**config.mk**
```make
export PLATFORM = sky130hd
export DESIGN_NAME = bsg_pipe_mul_fold
export DESIGN_NICKNAME = d
export VERILOG_FILES = /design/src/rtl/bsg_pipe_mul_fold.sv
export SDC_FILE = /design/constraint.sdc
export NUM_CORES = 2
export LEC_CHECK = 0
export CAP_MARGIN = 0
export CORE_AREA = 2 2 339 341
export CTS_CLUSTER_SIZE = 40
export DETAILED_ROUTE_END_ITERATION = 10
export DIE_AREA = 0 0 341 343
export PLACE_DENSITY = 0.62
export SLEW_MARGIN = 20
export SYNTH_ARGS = -nofsm -noshare
export SYNTH_HDL_FRONTEND = slang
export SYNTH_SLANG_ARGS = --single-unit
```
**constraint.sdc**
```tcl
create_clock -name clk_i -period 12.2 [get_ports clk_i]
set_input_delay 3.66 -clock clk_i [delete_from_list [all_inputs] [get_ports clk_i]]
set_output_delay 3.66 -clock clk_i [all_outputs]
set_load 0.02 [all_outputs]
```
**src/rtl/bsg_pipe_mul_fold.sv**
```systemverilog
// bsg_pipe_mul_fold: three-stage pipe computing fold(a*b) = hi(a*b) + lo(a*b) mod 2^width_p.
// Latency: one cycle per registered stage (number of zero bits in skip_p); throughput 1/cycle.
// Backpressure: bubble-collapsing ready/valid; an empty stage always loads; ready_and_o may depend on ready_and_i.
//
// Ports:
//   clk_i, reset_i        clock and synchronous active-high reset
//   v_i / ready_and_o     input handshake, operands a_i, b_i, mode signed_i, opaque tag_i
//   v_o / ready_and_i     output handshake, result data_o with its tag_o
//   count_o               number of valid entries held in registered stages
module bsg_pipe_mul_fold #(
  parameter int         width_p     = 32,
  parameter int         tag_width_p = 4,
  parameter logic [2:0] skip_p      = 3'b000
) (
  input  logic                   clk_i,
  input  logic                   reset_i,
  input  logic                   v_i,
  output logic                   ready_and_o,
  input  logic [width_p-1:0]     a_i,
  input  logic [width_p-1:0]     b_i,
  input  logic                   signed_i,
  input  logic [tag_width_p-1:0] tag_i,
  output logic                   v_o,
  input  logic                   ready_and_i,
  output logic [width_p-1:0]     data_o,
  output logic [tag_width_p-1:0] tag_o,
  output logic [1:0]             count_o
);

  localparam int W = width_p;
  localparam int T = tag_width_p;

  // Outputs of each stage (registered or pass-through).
  logic           s1_v;
  logic [W-1:0]   s1_a;
  logic [W-1:0]   s1_b;
  logic           s1_sgn;
  logic [T-1:0]   s1_tag;
  logic           s2_v;
  logic [2*W-1:0] s2_p;
  logic [T-1:0]   s2_tag;
  logic           s3_v;
  logic [W-1:0]   s3_d;
  logic [T-1:0]   s3_tag;

  // Valid bits of registered stages; a skipped stage holds nothing and reads as 0.
  logic [2:0] vq;

  // Advance conditions, resolved back to front. A skipped stage simply
  // inherits the advance of whatever follows it.
  logic s1_adv, s2_adv, s3_adv;
  assign s3_adv = skip_p[2] ? ready_and_i : (~vq[2] | ready_and_i);
  assign s2_adv = skip_p[1] ? s3_adv      : (~vq[1] | s3_adv);
  assign s1_adv = skip_p[0] ? s2_adv      : (~vq[0] | s2_adv);

  // Multiply at full 2W width: extending both operands to 2W bits and keeping
  // the low 2W bits of the product gives the exact signed or unsigned result.
  logic [2*W-1:0] mul_a, mul_b, mul_p;
  assign mul_a = {{W{s1_sgn & s1_a[W-1]}}, s1_a};
  assign mul_b = {{W{s1_sgn & s1_b[W-1]}}, s1_b};
  assign mul_p = mul_a * mul_b;

  // Fold: carry out of the W-bit add is intentionally dropped.
  logic [W-1:0] fold_d;
  assign fold_d = s2_p[2*W-1:W] + s2_p[W-1:0];

  // ---------------- S1: operand capture ----------------
  if (skip_p[0]) begin : g_s1_comb
    assign s1_v   = v_i;
    assign s1_a   = a_i;
    assign s1_b   = b_i;
    assign s1_sgn = signed_i;
    assign s1_tag = tag_i;
    assign vq[0]  = 1'b0;
  end else begin : g_s1_reg
    logic         v_q, v_d, sgn_q, sgn_d;
    logic [W-1:0] a_q, a_d, b_q, b_d;
    logic [T-1:0] tag_q, tag_d;

    always_comb begin
      v_d   = v_q;
      a_d   = a_q;
      b_d   = b_q;
      sgn_d = sgn_q;
      tag_d = tag_q;
      if (s1_adv) begin
        v_d   = v_i;
        a_d   = a_i;
        b_d   = b_i;
        sgn_d = signed_i;
        tag_d = tag_i;
      end
    end

    always_ff @(posedge clk_i) begin
      if (reset_i) v_q <= 1'b0;
      else         v_q <= v_d;
    end

    // Data registers carry no reset; the valid bit qualifies them.
    always_ff @(posedge clk_i) begin
      a_q   <= a_d;
      b_q   <= b_d;
      sgn_q <= sgn_d;
      tag_q <= tag_d;
    end

    assign s1_v   = v_q;
    assign s1_a   = a_q;
    assign s1_b   = b_q;
    assign s1_sgn = sgn_q;
    assign s1_tag = tag_q;
    assign vq[0]  = v_q;
  end

  // ---------------- S2: product ----------------
  if (skip_p[1]) begin : g_s2_comb
    assign s2_v   = s1_v;
    assign s2_p   = mul_p;
    assign s2_tag = s1_tag;
    assign vq[1]  = 1'b0;
  end else begin : g_s2_reg
    logic           v_q, v_d;
    logic [2*W-1:0] p_q, p_d;
    logic [T-1:0]   tag_q, tag_d;

    always_comb begin
      v_d   = v_q;
      p_d   = p_q;
      tag_d = tag_q;
      if (s2_adv) begin
        v_d   = s1_v;
        p_d   = mul_p;
        tag_d = s1_tag;
      end
    end

    always_ff @(posedge clk_i) begin
      if (reset_i) v_q <= 1'b0;
      else         v_q <= v_d;
    end

    always_ff @(posedge clk_i) begin
      p_q   <= p_d;
      tag_q <= tag_d;
    end

    assign s2_v   = v_q;
    assign s2_p   = p_q;
    assign s2_tag = tag_q;
    assign vq[1]  = v_q;
  end

  // ---------------- S3: fold ----------------
  if (skip_p[2]) begin : g_s3_comb
    assign s3_v   = s2_v;
    assign s3_d   = fold_d;
    assign s3_tag = s2_tag;
    assign vq[2]  = 1'b0;
  end else begin : g_s3_reg
    logic         v_q, v_d;
    logic [W-1:0] d_q, d_d;
    logic [T-1:0] tag_q, tag_d;

    always_comb begin
      v_d   = v_q;
      d_d   = d_q;
      tag_d = tag_q;
      if (s3_adv) begin
        v_d   = s2_v;
        d_d   = fold_d;
        tag_d = s2_tag;
      end
    end

    always_ff @(posedge clk_i) begin
      if (reset_i) v_q <= 1'b0;
      else         v_q <= v_d;
    end

    always_ff @(posedge clk_i) begin
      d_q   <= d_d;
      tag_q <= tag_d;
    end

    assign s3_v   = v_q;
    assign s3_d   = d_q;
    assign s3_tag = tag_q;
    assign vq[2]  = v_q;
  end

  // Nothing is accepted while reset is held.
  assign ready_and_o = s1_adv & ~reset_i;
  assign v_o         = s3_v;
  assign data_o      = s3_d;
  assign tag_o       = s3_tag;
  assign count_o     = 2'(vq[0]) + 2'(vq[1]) + 2'(vq[2]);

endmodule

```
### Word level (Yosys, flattened, before mapping)

Cells that the tools add are included.

| word-level totals | value |
|---|---|
| register bits | 176 |
| input bits | 73 |
| output and inout bits | 40 |

| operators by class | value |
|---|---|
| add/sub/neg operators | 3 |
| multipliers | 1 |
| bitwise logic cells | 10 |

Operator list:

| kind | count |
|---|---|
| 33-bit by 33-bit multiplier with 64-bit output | 1 |
| 32-bit adder | 1 |
| 1-bit inverter | 4 |
| 1-bit bitwise AND | 3 |
| 1-bit OR | 3 |
| 1-bit by 1-bit adder with 2-bit output | 1 |
| 2-bit by 1-bit adder with 2-bit output | 1 |

### Depth between registers and ports, before layout

| depth | value |
|---|---|
| word-level depth | 5 |
| gate-level depth with buffers | 31 |

### Worst setup path after synthesis

OpenSTA, ideal clock, no wires.

| timing | value |
|---|---|
| kind | reg-to-reg |
| start point | reg g_s1_reg.sgn_q |
| end point | reg g_s2_reg.p_q[60] (data pin) |
| data arrival time | 7894 ps |
| required time | 12050 ps |
| path slack | 4156 ps |
| stages on the path, launching flop included | 28 |
| clock period less this slack | 8044 ps |
| path through | edfxtp_1 > clkbuf_1 > and2_1 > clkbuf_1 > clkbuf_1 > nand2_1 > inv_1 > fa_1 > fa_1 > fa_1 > inv_1 > fa_1 > fa_1 > fa_1 > fa_1 > fa_1 > inv_1 > ha_1 > clkbuf_1 > a21o_1 > a21o_1 > a21oi_1 > and3b_1 > o21ai_0 > a311oi_1 > a21oi_2 > or4_4 > o211ai_2 |

| between the ends | value |
|---|---|
| longest elaborated chain between the ends | 2 |
| elaborated cells on any way between the ends | 3 |
| classes of those cells | mul (1); bitwise (2) |

RTL lines:

| what | line | RTL |
|---|---|---|
| from (decl) | 76 | `logic v_q, v_d, sgn_q, sgn_d;` |
| from (signal assigned) | 104 | `sgn_q <= sgn_d;` |
| 1-bit bitwise AND (on tied branches) | 59, 60 |  |
| 33-bit by 33-bit multiplier with 64-bit output * | 61 | `assign mul_p = mul_a * mul_b;` |
| via mul_p[60] | 58 | `logic [2*W-1:0] mul_a, mul_b, mul_p;` |
| to (signal assigned) | 144 | `p_q <= p_d;` |
| to (decl) | 124 | `logic [2*W-1:0] p_q, p_d;` |

The timed path passes the listed nets; every way through them passes the cells marked *.
A chain may end at the register's enable or synchronous reset.

### Final worst setup path

| timing | value |
|---|---|
| start point | reg g_s1_reg.a_q[31] |
| end point | reg g_s2_reg.p_q[60] (data pin) |

| between the ends | value |
|---|---|
| longest elaborated chain between the ends | 2 |

RTL lines:

| what | line | RTL |
|---|---|---|
| from (decl) | 77 | `logic [W-1:0] a_q, a_d, b_q, b_d;` |
| from (signal assigned) | 102 | `a_q <= a_d;` |
| 1-bit bitwise AND | 59 | `assign mul_a = {{W{s1_sgn & s1_a[W-1]}}, s1_a};` |
| 33-bit by 33-bit multiplier with 64-bit output * | 61 |  |
| via mul_p[60] | 58 |  |

Marked as above.

==> results by group <==
Outcome
  – Status: completed

Hold path
  – Hold Path Class: reg2reg
  – Hold path start: g_s1_reg.tag_q[3]

Job
  – MaxCap Viol Count: 0

Setup path
  – Crit path DAT: around 9.6 ns
  – Crit path kind: reg2reg
  – CP startpoint: g_s1_reg.a_q[31]
  – CP Capture Type: register
  – Worst Path Max Fanout: a little under 50
  – Critical Path Start Type: register
  – WP data required: about 13 ns
  – R2r startpoint: g_s1_reg.a_q[31]

Drt
  – Starting DRT DRC Count: ~1,700
  – DRT Pass-1 Iters: 5
  – Routed wire length: around 120,000 um
  – Via/cell ratio: about 5.1
  – Routed vias: a little over 30,000
  – DR WL/cell: around 20 um
  – Antenna-violating nets left: 0
  – Remaining DRCs: 0

Logic synthesis
  – Mapped Cells: 4,591
  – Sequential share of the synthesized area: about an eighth
  – Mean Syn Cell Area: 9.79 um^2
  – Post-synth ARST share: 0%
  – Post-synth net total: around 6,000
  – Post-synth top area share: about half
  – Cell variety after synth: 68
  – Commonest cells post-synth: inv_1 (1,134), fa_1 (1,127), nand2_1 (687)
  – Synth Register Bits: roughly 180
  – Post-synth EDFFs: 173
  – Synth Flop Type: edfxtp_1
  – Synth top area cells: fa_1 (50%), edfxtp_1 (12%), inv_1 (9.5%), ha_1 (6.8%), nand2_1 (5.7%)
  – Post-synthesis cell area: roughly 45,000 um^2
  – Cell with the most instances after synthesis: inv_1
  – Synth area leader: fa_1
  – Syn. warnings: 0

Clock network
  – Htree depth: 4
  – Clk_lat worst skew: ~0.55 ns
  – CTS tree: yes
  – CTS Buf Count: 17
  – CTS root buffer: clkbuf_16
  – Post-CTS setup buffers: 0
  – Worst-path clk slew: approximately 0.09 ns
  – CTS sink cnt: roughly 180
  – CTS Hold Bufs: 0
  – Post-CTS Resized: 0
  – CTS max path bufs: 2

Timing
  – Final Max Tran Viols: 0
  – Final period utilization: 75.2%
  – Hold Fails Final Rpt: 0
  – Fin Hold WS: 0.427 ns
  – Max_slew headroom: approximately a third
  – FMAX: roughly 0.11 GHz
  – Worst-margin pin slew: 1.01 ns
  – RSZ-0062 raised after global routing: no
  – Tmin final: a little over 9 ns
  – Setup tns final: 0 ns
  – Clk_skew: 0.0347 ns
  – Final setup fails: 0

GRT
  – Initial antenna violation count: 1
  – Grt met1 use: about a quarter
  – Vias in the first global route: 33,979
  – GR Util met2: 38.5%
  – M3 GR Usage: 3.02%
  – Global-route wire length before repair: about 190,000 um
  – Largest net degree at the start of global routing: 65
  – GRT busiest layer: met2
  – All-Layer GR Usage: 21.6%
  – Total congestion overflow: 0

Final layout
  – Fin nets: around 6,000
  – Area delta synth->final: 7.44%
  – Register area: between 5000 and 6000 um^2
  – Design area: around 48,000 um^2
  – Share of cells above drive strength 1: ~3.1%
  – FILL cells: 10,916
  – Post-layout util: between 40% and 50%
  – Multi-input logic area: 34,600 um^2

Die
  – DIE AREA: around 120,000 um^2
  – Initial core utilization: 39.6%
  – Core area: about 110,000 um^2
  – Chip width: approximately 340 um
  – Die Height: roughly 340 um
  – Io pins: 113
  – # rows: between 100 and 150

Place
  – Post-detail-place hpwl: between 90,000 and 100,000 um
  – GPL Wtd Cong: 0.878
  – DP Area: about 48,000 um^2
  – Port Buf Inserts: between 100 and 150
-- worst max-delay path: stages, from the launching register on --
cell,delay [ns]
edfxtp_1,0.32
buf_4,0.42
and2_1,0.63
nand2_1,0.19
inv_1,0.16
fa_1,0.49
fa_1,0.56
fa_1,0.70
inv_1,0.32
fa_1,0.57
inv_1,0.05
fa_1,0.47
fa_1,0.51
fa_1,0.49
inv_1,0.05
fa_1,0.47
inv_1,0.04
ha_1,0.36
a21oi_1,0.28
nand3b_1,0.16
a31oi_1,0.27
or2_2,0.16
o21ai_0,0.14
a311oi_1,0.45
a21oi_2,0.11
or4_4,0.52
o211ai_2,0.08
-- logic make-up (layout without fill, tap and decap cells) --
family / count (synthesis) / count (layout) / synth area share (%)
compound gates: 284 / 284 / 4.21
other cells: 0 / 1 / 0
mux: 2 / 2 / 0.0445
buf+inv: 1361 / 1348 / 11.4
simple gates: 1298 / 1298 / 13.8
fa+ha+maj: 1370 / 1370 / 56.9
xor+xnor: 100 / 100 / 1.95
flops: 176 / 176 / 11.7
-- worst paths after layout --
check | endpoint | slack, ns | cells after the start
max | g_s2_reg.p_q[60] | 3.02 | 26
min | g_s2_reg.tag_q[3] | 0.43 | 0
max reg2reg | g_s2_reg.p_q[60] | 3.02 | 26
min reg2reg | g_s2_reg.tag_q[3] | 0.43 | 0
-- area by class of cell --
cell class	instances	share of cell area, %
Sequential cell	176	10.9
Inverter	1134	8.81
Timing Repair Buffer	182	3.41
Clock inverter	15	0.448
Tap cell	1512	3.92
Antenna cell	1	0.00518
Clock buffer	17	0.881
Multi-Input combinational cell	3054	71.7
-- registers in the layout, indices dropped and copies added (netlist names) --
register and cells:
g_s2_reg.v_q 1, g_s1_reg.sgn_q 1, v_o 1, g_s1_reg.a_q 32, g_s1_reg.b_q 32, g_s2_reg.p_q 64, g_s1_reg.v_q 1, data_o 32
g_s2_reg.tag_q 4, tag_o 4, g_s1_reg.tag_q 4
-- cell usage in the layout, fill, tap and decap left out, types with 18 or more instances in the layout --
| cell | synthesis | final |
|---|---|---|
| and2_1 | 400 | 400 |
| and3_1 | 22 | 22 |
| fa_1 | 1127 | 1127 |
| or2_2 | 18 | 18 |
| nand2_1 | 687 | 686 |
| a21oi_1 | 85 | 85 |
| clkdlybuf4s50_1 | 0 | 112 |
| nor2_1 | 80 | 80 |
| xnor2_1 | 74 | 74 |
| ha_1 | 243 | 243 |
| a21o_1 | 49 | 49 |
| edfxtp_1 | 173 | 173 |
| buf_4 | 0 | 70 |
| inv_1 | 1134 | 1134 |
| xor2_1 | 26 | 26 |
| o21ai_0 | 45 | 45 |
-- stage by stage --
step | setup slack [ns] | std cells
3_5_place_dp | 3.15 | 6058
5_1_grt | 2.48 | 6090
4_1_cts | 3.10 | 6090
2_1_floorplan | 4.16 | 4591
3_3_place_gp | 3.31 | 6058
6_report | 3.02 | 6091
-- metal layers --
metal | vias up | part of all wire (%)
met2 | 853 | 52
li1 | 13326 | -
met3 | 217 | 4.6
met1 | 16398 | 40
met5 | - | 0
met4 | 0 | 4.0
Power is not shown: default switching activity piles up to over one toggle a cycle in this logic, so the estimate is an artifact.
